$ cat config.mk
export PLATFORM = sky130hd
export DESIGN_NAME = shader_issue_unit
export DESIGN_NICKNAME = d
export VERILOG_FILES = /design/src/rtl/shader_issue_unit_pkg.sv /design/src/rtl/shader_regfile.sv /design/src/rtl/shader_issue_unit.sv
export SDC_FILE = /design/constraint.sdc
export NUM_CORES = 1
export LEC_CHECK = 0
export BUFFER_PORTS_ARGS = -buffer_cell sky130_fd_sc_hd__buf_2
export CAP_MARGIN = 10
export CORE_ASPECT_RATIO = 0.8
export CORE_MARGIN = 1.5
export CORE_UTILIZATION = 65
export CTS_BUF_LIST = sky130_fd_sc_hd__clkbuf_4 sky130_fd_sc_hd__clkbuf_8
export CTS_CLUSTER_SIZE = 24
export DETAILED_ROUTE_END_ITERATION = 12
export PLACE_DENSITY = 0.85
export SETUP_SLACK_MARGIN = 0.02
export SYNTH_ARGS = -nofsm -noshare
export SYNTH_HDL_FRONTEND = slang
export SYNTH_SLANG_ARGS = --single-unit
$ cat constraint.sdc
create_clock -name i_clk -period 4 [get_ports i_clk]
set_clock_uncertainty 0.1 [all_clocks]
set_input_delay 0.2 -clock i_clk [delete_from_list [all_inputs] [get_ports i_clk]]
set_output_delay 0.2 -clock i_clk [all_outputs]
set_load 0.02 [all_outputs]
$ cat src/rtl/shader_issue_unit_pkg.sv
// Purpose: shared types for the shader issue path. Defines the data word, the ALU opcode set,
//          the instruction word layout, the issue FSM states, and an opcode legality helper.
// Ports:   none (package).
package shader_issue_unit_pkg;

  localparam int unsigned WORD_W    = 32;
  localparam int unsigned OPCODE_W  = 5;
  localparam int unsigned REG_IDX_W = 4;
  localparam int unsigned RSVD_W    = 4;
  localparam int unsigned IMMD_W    = 11;
  localparam int unsigned MEM_DEPTH = 256;
  localparam int unsigned DMEM_AW   = $clog2(MEM_DEPTH);

  typedef logic [WORD_W-1:0] word_t;

  typedef enum logic [OPCODE_W-1:0] {
    OP_NOP   = 5'd0,
    OP_ADD   = 5'd1,
    OP_SUB   = 5'd2,
    OP_AND   = 5'd3,
    OP_OR    = 5'd4,
    OP_XOR   = 5'd5,
    OP_LOAD  = 5'd6,
    OP_STORE = 5'd7
  } opcodes_t;

  // Opcode is kept as raw bits so undecodable values survive into IR.
  typedef struct packed {
    logic [OPCODE_W-1:0]  opcode;
    logic [REG_IDX_W-1:0] rd;
    logic [REG_IDX_W-1:0] rs0;
    logic [REG_IDX_W-1:0] rs1;
    logic [RSVD_W-1:0]    rsvd;
    logic [IMMD_W-1:0]    immd;
  } instr_t;

  typedef enum logic [2:0] {
    ST_IDLE   = 3'd0,
    ST_FETCH  = 3'd1,
    ST_DECODE = 3'd2,
    ST_EXEC   = 3'd3,
    ST_FIN    = 3'd4
  } issue_state_t;

  function automatic logic is_legal_op(input logic [OPCODE_W-1:0] op);
    logic legal;
    case (op)
      OP_NOP, OP_ADD, OP_SUB, OP_AND, OP_OR, OP_XOR, OP_LOAD, OP_STORE: legal = 1'b1;
      default:                                                         legal = 1'b0;
    endcase
    return legal;
  endfunction

endpackage

$ cat src/rtl/shader_regfile.sv
// Purpose: shader local register file, one synchronous write port, three asynchronous
//          read ports (two operands plus debug), synchronous active-high clear.
// Ports:   i_clk, i_rst            clock, synchronous active-high reset
//          i_we/i_waddr/i_wdata    write port
//          i_raddr0/o_rdata0       operand 0 read
//          i_raddr1/o_rdata1       operand 1 read
//          i_raddr_dbg/o_rdata_dbg debug read
module shader_regfile
  import shader_issue_unit_pkg::*;
#(
  parameter int unsigned NUM_REGS = 16
) (
  input  logic                 i_clk,
  input  logic                 i_rst,
  input  logic                 i_we,
  input  logic [REG_IDX_W-1:0] i_waddr,
  input  word_t                i_wdata,
  input  logic [REG_IDX_W-1:0] i_raddr0,
  input  logic [REG_IDX_W-1:0] i_raddr1,
  input  logic [REG_IDX_W-1:0] i_raddr_dbg,
  output word_t                o_rdata0,
  output word_t                o_rdata1,
  output word_t                o_rdata_dbg
);

  word_t r_regs [NUM_REGS];

  // Write port with whole-array clear on reset.
  always_ff @(posedge i_clk) begin
    if (i_rst) begin
      for (int i = 0; i < int'(NUM_REGS); i++) begin
        r_regs[i] <= '0;
      end
    end else if (i_we) begin
      r_regs[i_waddr] <= i_wdata;
    end
  end

  assign o_rdata0    = r_regs[i_raddr0];
  assign o_rdata1    = r_regs[i_raddr1];
  assign o_rdata_dbg = r_regs[i_raddr_dbg];

endmodule

$ cat src/rtl/shader_issue_unit.sv
// Purpose: instruction issue/sequencing engine driving the combinational ALU. Fetches from a
//          1-cycle instruction memory, decodes, strobes the data-memory read for LOADs, presents
//          operands to the ALU and commits its write-back. Three cycles per instruction.
// Ports:   i_clk, i_rst                       clock, synchronous active-high reset
//          i_start, i_prog_len                run request and instruction count
//          o_busy, o_done                     run status, one-cycle completion pulse
//          o_imem_addr, i_imem_rdata          instruction fetch
//          o_dmem_rd_en, o_dmem_rd_addr       data-memory read request (LOAD)
//          o_alu_*                            operands, opcode, immediate to the ALU
//          i_alu_reg_write_en/_data           ALU write-back
//          o_illegal_op, o_instr_count        sticky illegal flag, retired count
//          i_dbg_reg_idx, o_dbg_reg_data      combinational register peek
module shader_issue_unit
  import shader_issue_unit_pkg::*;
#(
  parameter int unsigned NUM_REGS = 16,
  parameter int unsigned PC_W     = 8
) (
  input  logic                 i_clk,
  input  logic                 i_rst,
  input  logic                 i_start,
  input  logic [PC_W-1:0]      i_prog_len,
  output logic                 o_busy,
  output logic                 o_done,
  output logic [PC_W-1:0]      o_imem_addr,
  input  word_t                i_imem_rdata,
  output logic                 o_dmem_rd_en,
  output logic [DMEM_AW-1:0]   o_dmem_rd_addr,
  output word_t                o_alu_read_reg0,
  output word_t                o_alu_read_reg1,
  output opcodes_t             o_alu_opcode,
  output logic [IMMD_W-1:0]    o_alu_immd,
  input  logic                 i_alu_reg_write_en,
  input  word_t                i_alu_reg_write_data,
  output logic                 o_illegal_op,
  output logic [PC_W-1:0]      o_instr_count,
  input  logic [REG_IDX_W-1:0] i_dbg_reg_idx,
  output word_t                o_dbg_reg_data
);

  issue_state_t    r_state;
  issue_state_t    w_next_state;
  logic [PC_W-1:0] r_pc;
  logic [PC_W-1:0] r_prog_len;
  logic [PC_W-1:0] r_instr_count;
  logic            r_illegal_op;
  instr_t          r_ir;

  instr_t          w_fetched;
  logic [PC_W-1:0] w_pc_inc;
  logic            w_ir_legal;
  logic            w_rf_we;
  logic            w_unused_rsvd;

  assign w_fetched     = instr_t'(i_imem_rdata);
  assign w_pc_inc      = r_pc + PC_W'(1);
  assign w_ir_legal    = is_legal_op(r_ir.opcode);
  assign w_rf_we       = (r_state == ST_EXEC) && i_alu_reg_write_en;
  assign w_unused_rsvd = ^r_ir.rsvd;

  // State register.
  always_ff @(posedge i_clk) begin
    if (i_rst) begin
      r_state <= ST_IDLE;
    end else begin
      r_state <= w_next_state;
    end
  end

  // Next state and state-decoded outputs.
  always_comb begin
    w_next_state   = r_state;
    o_busy         = 1'b0;
    o_done         = 1'b0;
    o_dmem_rd_en   = 1'b0;
    o_dmem_rd_addr = '0;
    o_alu_opcode   = OP_NOP;
    case (r_state)
      ST_IDLE: begin
        if (i_start) begin
          w_next_state = (i_prog_len == '0) ? ST_FIN : ST_FETCH;
        end
      end
      ST_FETCH: begin
        o_busy       = 1'b1;
        w_next_state = ST_DECODE;
      end
      ST_DECODE: begin
        o_busy       = 1'b1;
        w_next_state = ST_EXEC;
        // IR is not loaded yet, so the read request comes straight off the fetch bus.
        if (w_fetched.opcode == OP_LOAD) begin
          o_dmem_rd_en   = 1'b1;
          o_dmem_rd_addr = w_fetched.immd[DMEM_AW-1:0];
        end
      end
      ST_EXEC: begin
        o_busy       = 1'b1;
        w_next_state = (w_pc_inc == r_prog_len) ? ST_FIN : ST_FETCH;
        if (w_ir_legal) begin
          o_alu_opcode = opcodes_t'(r_ir.opcode);
        end
      end
      ST_FIN: begin
        o_done       = 1'b1;
        w_next_state = ST_IDLE;
      end
      default: begin
        w_next_state = ST_IDLE;
      end
    endcase
  end

  // PC, IR, retire counter and sticky illegal flag.
  always_ff @(posedge i_clk) begin
    if (i_rst) begin
      r_pc          <= '0;
      r_prog_len    <= '0;
      r_instr_count <= '0;
      r_illegal_op  <= 1'b0;
      r_ir          <= '0;
    end else begin
      case (r_state)
        ST_IDLE: begin
          if (i_start) begin
            r_prog_len    <= i_prog_len;
            r_pc          <= '0;
            r_instr_count <= '0;
            r_illegal_op  <= 1'b0;
          end
        end
        ST_DECODE: begin
          r_ir <= w_fetched;
        end
        ST_EXEC: begin
          r_pc          <= w_pc_inc;
          r_instr_count <= r_instr_count + PC_W'(1);
          if (!w_ir_legal) begin
            r_illegal_op <= 1'b1;
          end
        end
        default: begin
        end
      endcase
    end
  end

  shader_regfile #(
    .NUM_REGS (NUM_REGS)
  ) u_regfile (
    .i_clk       (i_clk),
    .i_rst       (i_rst),
    .i_we        (w_rf_we),
    .i_waddr     (r_ir.rd),
    .i_wdata     (i_alu_reg_write_data),
    .i_raddr0    (r_ir.rs0),
    .i_raddr1    (r_ir.rs1),
    .i_raddr_dbg (i_dbg_reg_idx),
    .o_rdata0    (o_alu_read_reg0),
    .o_rdata1    (o_alu_read_reg1),
    .o_rdata_dbg (o_dbg_reg_data)
  );

  assign o_imem_addr   = r_pc;
  assign o_alu_immd    = r_ir.immd;
  assign o_illegal_op  = r_illegal_op;
  assign o_instr_count = r_instr_count;

endmodule

# == Word level (Yosys, flattened, before mapping) ==
# Memory sizes are Yosys's and may differ from the RTL's. A register that Yosys moved wholly into a read port is not among the register bits.
# Cells that the tools add are included.
# totals
out_inout_bits,140
elab_cells,62
ramBits,512
memories,1
latchBits,0
reg_bits,56
romBits,0
in_bits,80
# classes
multipliers,0
muxes,31
add_sub_neg,2
div,0
n_shift,0
magnitude_cmp,0
eq_ne,8
bitwise,0
reduce_logical,10
# mem_list
name,depth,width,read_ports,rd_ports_with_merged_regs,wr,line_no,source
u_regfile.r_regs,16,32,3,2,16,shader_regfile.sv:26,word_t r_regs [NUM_REGS];
# ops
cell,count
32-bit 2-to-1 mux,1
8-bit case mux with 2 select lines,2
32-bit OR reduction,1
8-bit 2-to-1 mux,3
4-bit 2-to-1 mux,5
"8-bit by 1-bit adder with 8-bit output, second input constant",2
1-bit 2-to-1 mux,13
3-bit case mux with 4 select lines,1
5-bit 2-to-1 mux,2
3-bit 2-to-1 mux,3
8-bit == test,1
8-bit logical NOT,1
"3-bit by 2-bit == test with 1-bit output, second input constant",2
"5-bit by 3-bit == test with 1-bit output, second input constant",1
"2-bit != test, second input constant",2
2-bit AND reduction,2
"3-bit by 1-bit == test with 1-bit output, second input constant",1
"3-bit == test, second input constant",1
3-bit logical NOT,1
3-bit AND reduction,1
3-bit OR reduction,1
2-bit logical NOT,1
1-bit case mux with 2 select lines,1
2-bit nonzero test,1
1-bit logical AND,1

# == Longest topological paths before layout ==
# depth
word_depth,7
ltp_mapped,7
mapped_depth_nobuf,6

# == Cells and area by module ==
# Synthesis repeated with hierarchy kept, for this count alone.
# unflattened
hier_cells,2291
area_unflattened_um2,32910.3
# modules_own_cells
module,cells_each,area_each_um2,seq_area_each_um2,n_inst
shader_regfile,1958,30271.5,15374.7,1
shader_issue_unit,333,2638.8,1121.1,1

# == Least setup slack after synthesis ==
# No wires, ideal clock.
# synth_path
kind,register -> register
from,register r_state[2]
to,memory u_regfile.r_regs[3][0] in the netlist's numbering (enable)
n_path_buf,1
slack_ps,1798
setup_ps,375
period_less_slack_ps,2202
stages_incl_launch_ff,7
arrival_time_ps,1727
required_time_ps,3525
path_cell_list,dfxtp_1 buf_2 nand3b_4 nor2_4 nand3_4 nor3_2 or2_2
# synth_rtl
item,line_no,source
"start, declared",shader_issue_unit.sv:41,issue_state_t r_state;
"start signal, assigned",shader_issue_unit.sv:66,r_state <= w_next_state;
"end, declared",shader_regfile.sv:26,

==> results.yml <==
run_status:
  outcome: "finished, final reports clean"
cts:
  tritoncts: "yes"
  clockBufferDepth: 3
  cts.sinks: 576
  cts_buffers: 89
  clock_latency_ns: 0.69
  htreeDepth: 3
  cts_resized: 0
  clk_pin_slew_ns: 0.07
  root_buffer: "clkbuf_8"
floorplan:
  core_area_um2: 51000
  ios: 220
  die_w_um: 257
  initial_utilization: 0.657
  row_count: 74
  dieArea_um2: 52900
  fp.dieH_um: 206
setup_path:
  critPathArrivalTime_ns: 3.23
  max_stage_delay_ns: 0.78
  criticalPathCategory: "reg2out"
  timing.rr.start: "r_state[1]"
  cp_slowest_cell: "dfxtp_4"
  path_max_fanout: 36
  cp-start-kind: "register"
  cp.required_ns: 3.70
  crit_path_cell_trace: "buf_12 > mux4_2 > mux4_2 > buf_2"
  crit_family: "multiplexers"
  end_kind: "output pin"
  path_common_cell: "mux4_2"
  crit_buf_inv: 2
  crit_cells: 4
  rr_worst_depth: 6
hold_path:
  holdCritStartpoint: "i_imem_rdata[30]"
  hold_depth: 4
  hold_class: "in2reg"
placement:
  dp_hpwl_mm: 57.4
  io_buffers: 213
  gp_congestion: 0.855
  dp.cells: 2819
global_route:
  grt_pass1_vias: 23278
  grt-ovfl-total: 0
  grt_pass1_wl_mm: 148
  antenna_found_initial: 4
  gr-usage-all-layers: 0.393
  grt_max_degree: 73
sta:
  rsz0062_at_grt: "false"
  fin_crit_sh: 0.883
  hold_violations: 0
  finalSetupViolCount: 0
  min_period_ns: 3.53
  slew_headroom: 0.199
  setup_tns_ns: 0
  slew_viol_final: 0
  tightest_slew_ns: 1.19
  fmax_mhz: 283
yosys:
  yosysUniqueCellTypes: 56
  synth.area.top_cells: "edfxtp_1 (46%), mux4_2 (32%), and2_1 (9.8%), dfxtp_1 (3.8%), clkbuf_1 (1.2%)"
  syn_area_um2: 33500
  synthArstFlopShare: 0
  yosysTopAreaCellShare: 0.459
  yosysMostFrequentCell: "and2_1"
  synth_warnings: 0
  synth_common_cells: "and2_1 (523), edfxtp_1 (512), mux4_2 (474)"
  synth-edff-count: 512
  yosysTopAreaCell: "edfxtp_1"
  synth-seq-cells: 576
  synth_cells: 2082
  syn_area_per_cell_um2: 16.1
  ys.flop_type: "edfxtp_1"
  ys_seq_area_frac: 0.497
route:
  vias_per_cell: 7.39
  wirelength_mm: 102
  drt_iter0_markers: 3758
  drc_errors: 0
  drtAntennaViolNets: 0
  drt_pre_antenna_iters: 8
  vias: 22723
  drt-wirelength-per-cell_um: 33.0
finish:
  post-route-util: 0.745
  area_delta_synth_final_pct: 13.4
  stdcell_count: 3076
  finalNetCount: 2399
  multi_input_area_um2: 15800
  fillers: 2915
  final-seq-area_um2: 16700
  drive_gt1_frac: 0.395
job:
  maxCapViolCount: 0
power:
  p_leak_uw: 0.0135
  power_density_nw_per_um2: 391
  irDropWorstVdd_mv: 0.399
[metrics by stage]
stage | setup WS (ns) | instance area [µm²] | power (µW) | hold WS [ns]
5_1_grt | 0.361 | 38000 | 15200 | 0.215
2_1_floorplan | 1.80 | 33500 | 8680 | 0.236
6_report | 0.468 | 38000 | 14900 | 0.214
4_1_cts | 0.424 | 38000 | 14800 | 0.171
3_5_place_dp | 1.14 | 35200 | 9480 | 0.346
3_3_place_gp | 1.21 | 35200 | 9400 | 0.339
[worst reg2reg max path: stages, from the launching register on]
cell      delay, ns
dfxtp_1        0.54
nand3b_4       0.27
nor2_4         0.28
nand3_4        0.18
nor4_4         0.20
or2_2          0.73
buf_12         0.31
[kinds of logic after synthesis]
logic type,share of synthesized area
AND/OR/NAND/NOR,0.128
flip-flops,0.497
multiplexers,0.323
buffers and inverters,0.0345
AO/OA/AOI/OAI,0.0137
XOR/XNOR,0.00235
adder cells (fa/ha/maj),0.000747
other,0.000112
[flip-flops by register name, summed over array words and instances (netlist names), named ones only]
name              cells
u_regfile.r_regs    512
r_ir                 17
o_alu_immd           11
o_imem_addr           8
o_instr_count         8
r_prog_len            8
r_state               3
o_illegal_op          1
[cells in the final DEF, fill, tap and decap left out, drive strengths merged, types with 9 or more instances in the layout]
master       instances
dfxtp               64
clkinv              30
nor2                25
dlygate4sd3         91
and2               523
nor3                13
edfxtp             512
a21oi               53
or2                 18
mux4               480
nand3                9
buf                276
clkbuf             122
nand2               84
[area by class of cell]
class	count	area share
flip-flops and latches	576	0.439
multi-input cells	1281	0.415
repair buffers	368	0.0739
clock buffers	121	0.0395
well taps	684	0.0225
clock inverters	40	0.0101
diodes	5	0.000329
inverters	1	0.0000988
[report_power, final]
group          internal, µW  switching [µW]  leakage [µW]
sequential             6760             280       0.00581
clock                  2950            2430      0.000996
combinational          1160            1290       0.00668
total                 10900            4000        0.0135
[metal layers]
layer,vias up,GRT usage,wire length [µm]
li1,8756,-,-
met1,11418,0.510,33700
met2,2120,0.616,48100
met3,425,0.122,14700
met4,4,0.187,5130
met5,-,0,80
[worst paths after layout]
check,endpoint,slack (ns)
max reg2reg,u_regfile.r_regs[2][16],1.06
max,o_alu_read_reg1[1],0.47
min,r_ir[30],0.21
min reg2reg,register,0.36
[what timing repair did]
action | in CTS | in global routing
endpoints found under the setup margin | 0 | 0
hold buffers | 91 | 0
buffers inserted | 0 | 0
hold endpoints to repair | 563 | 0
No activity file was read; power rests on OpenSTA's default activity.
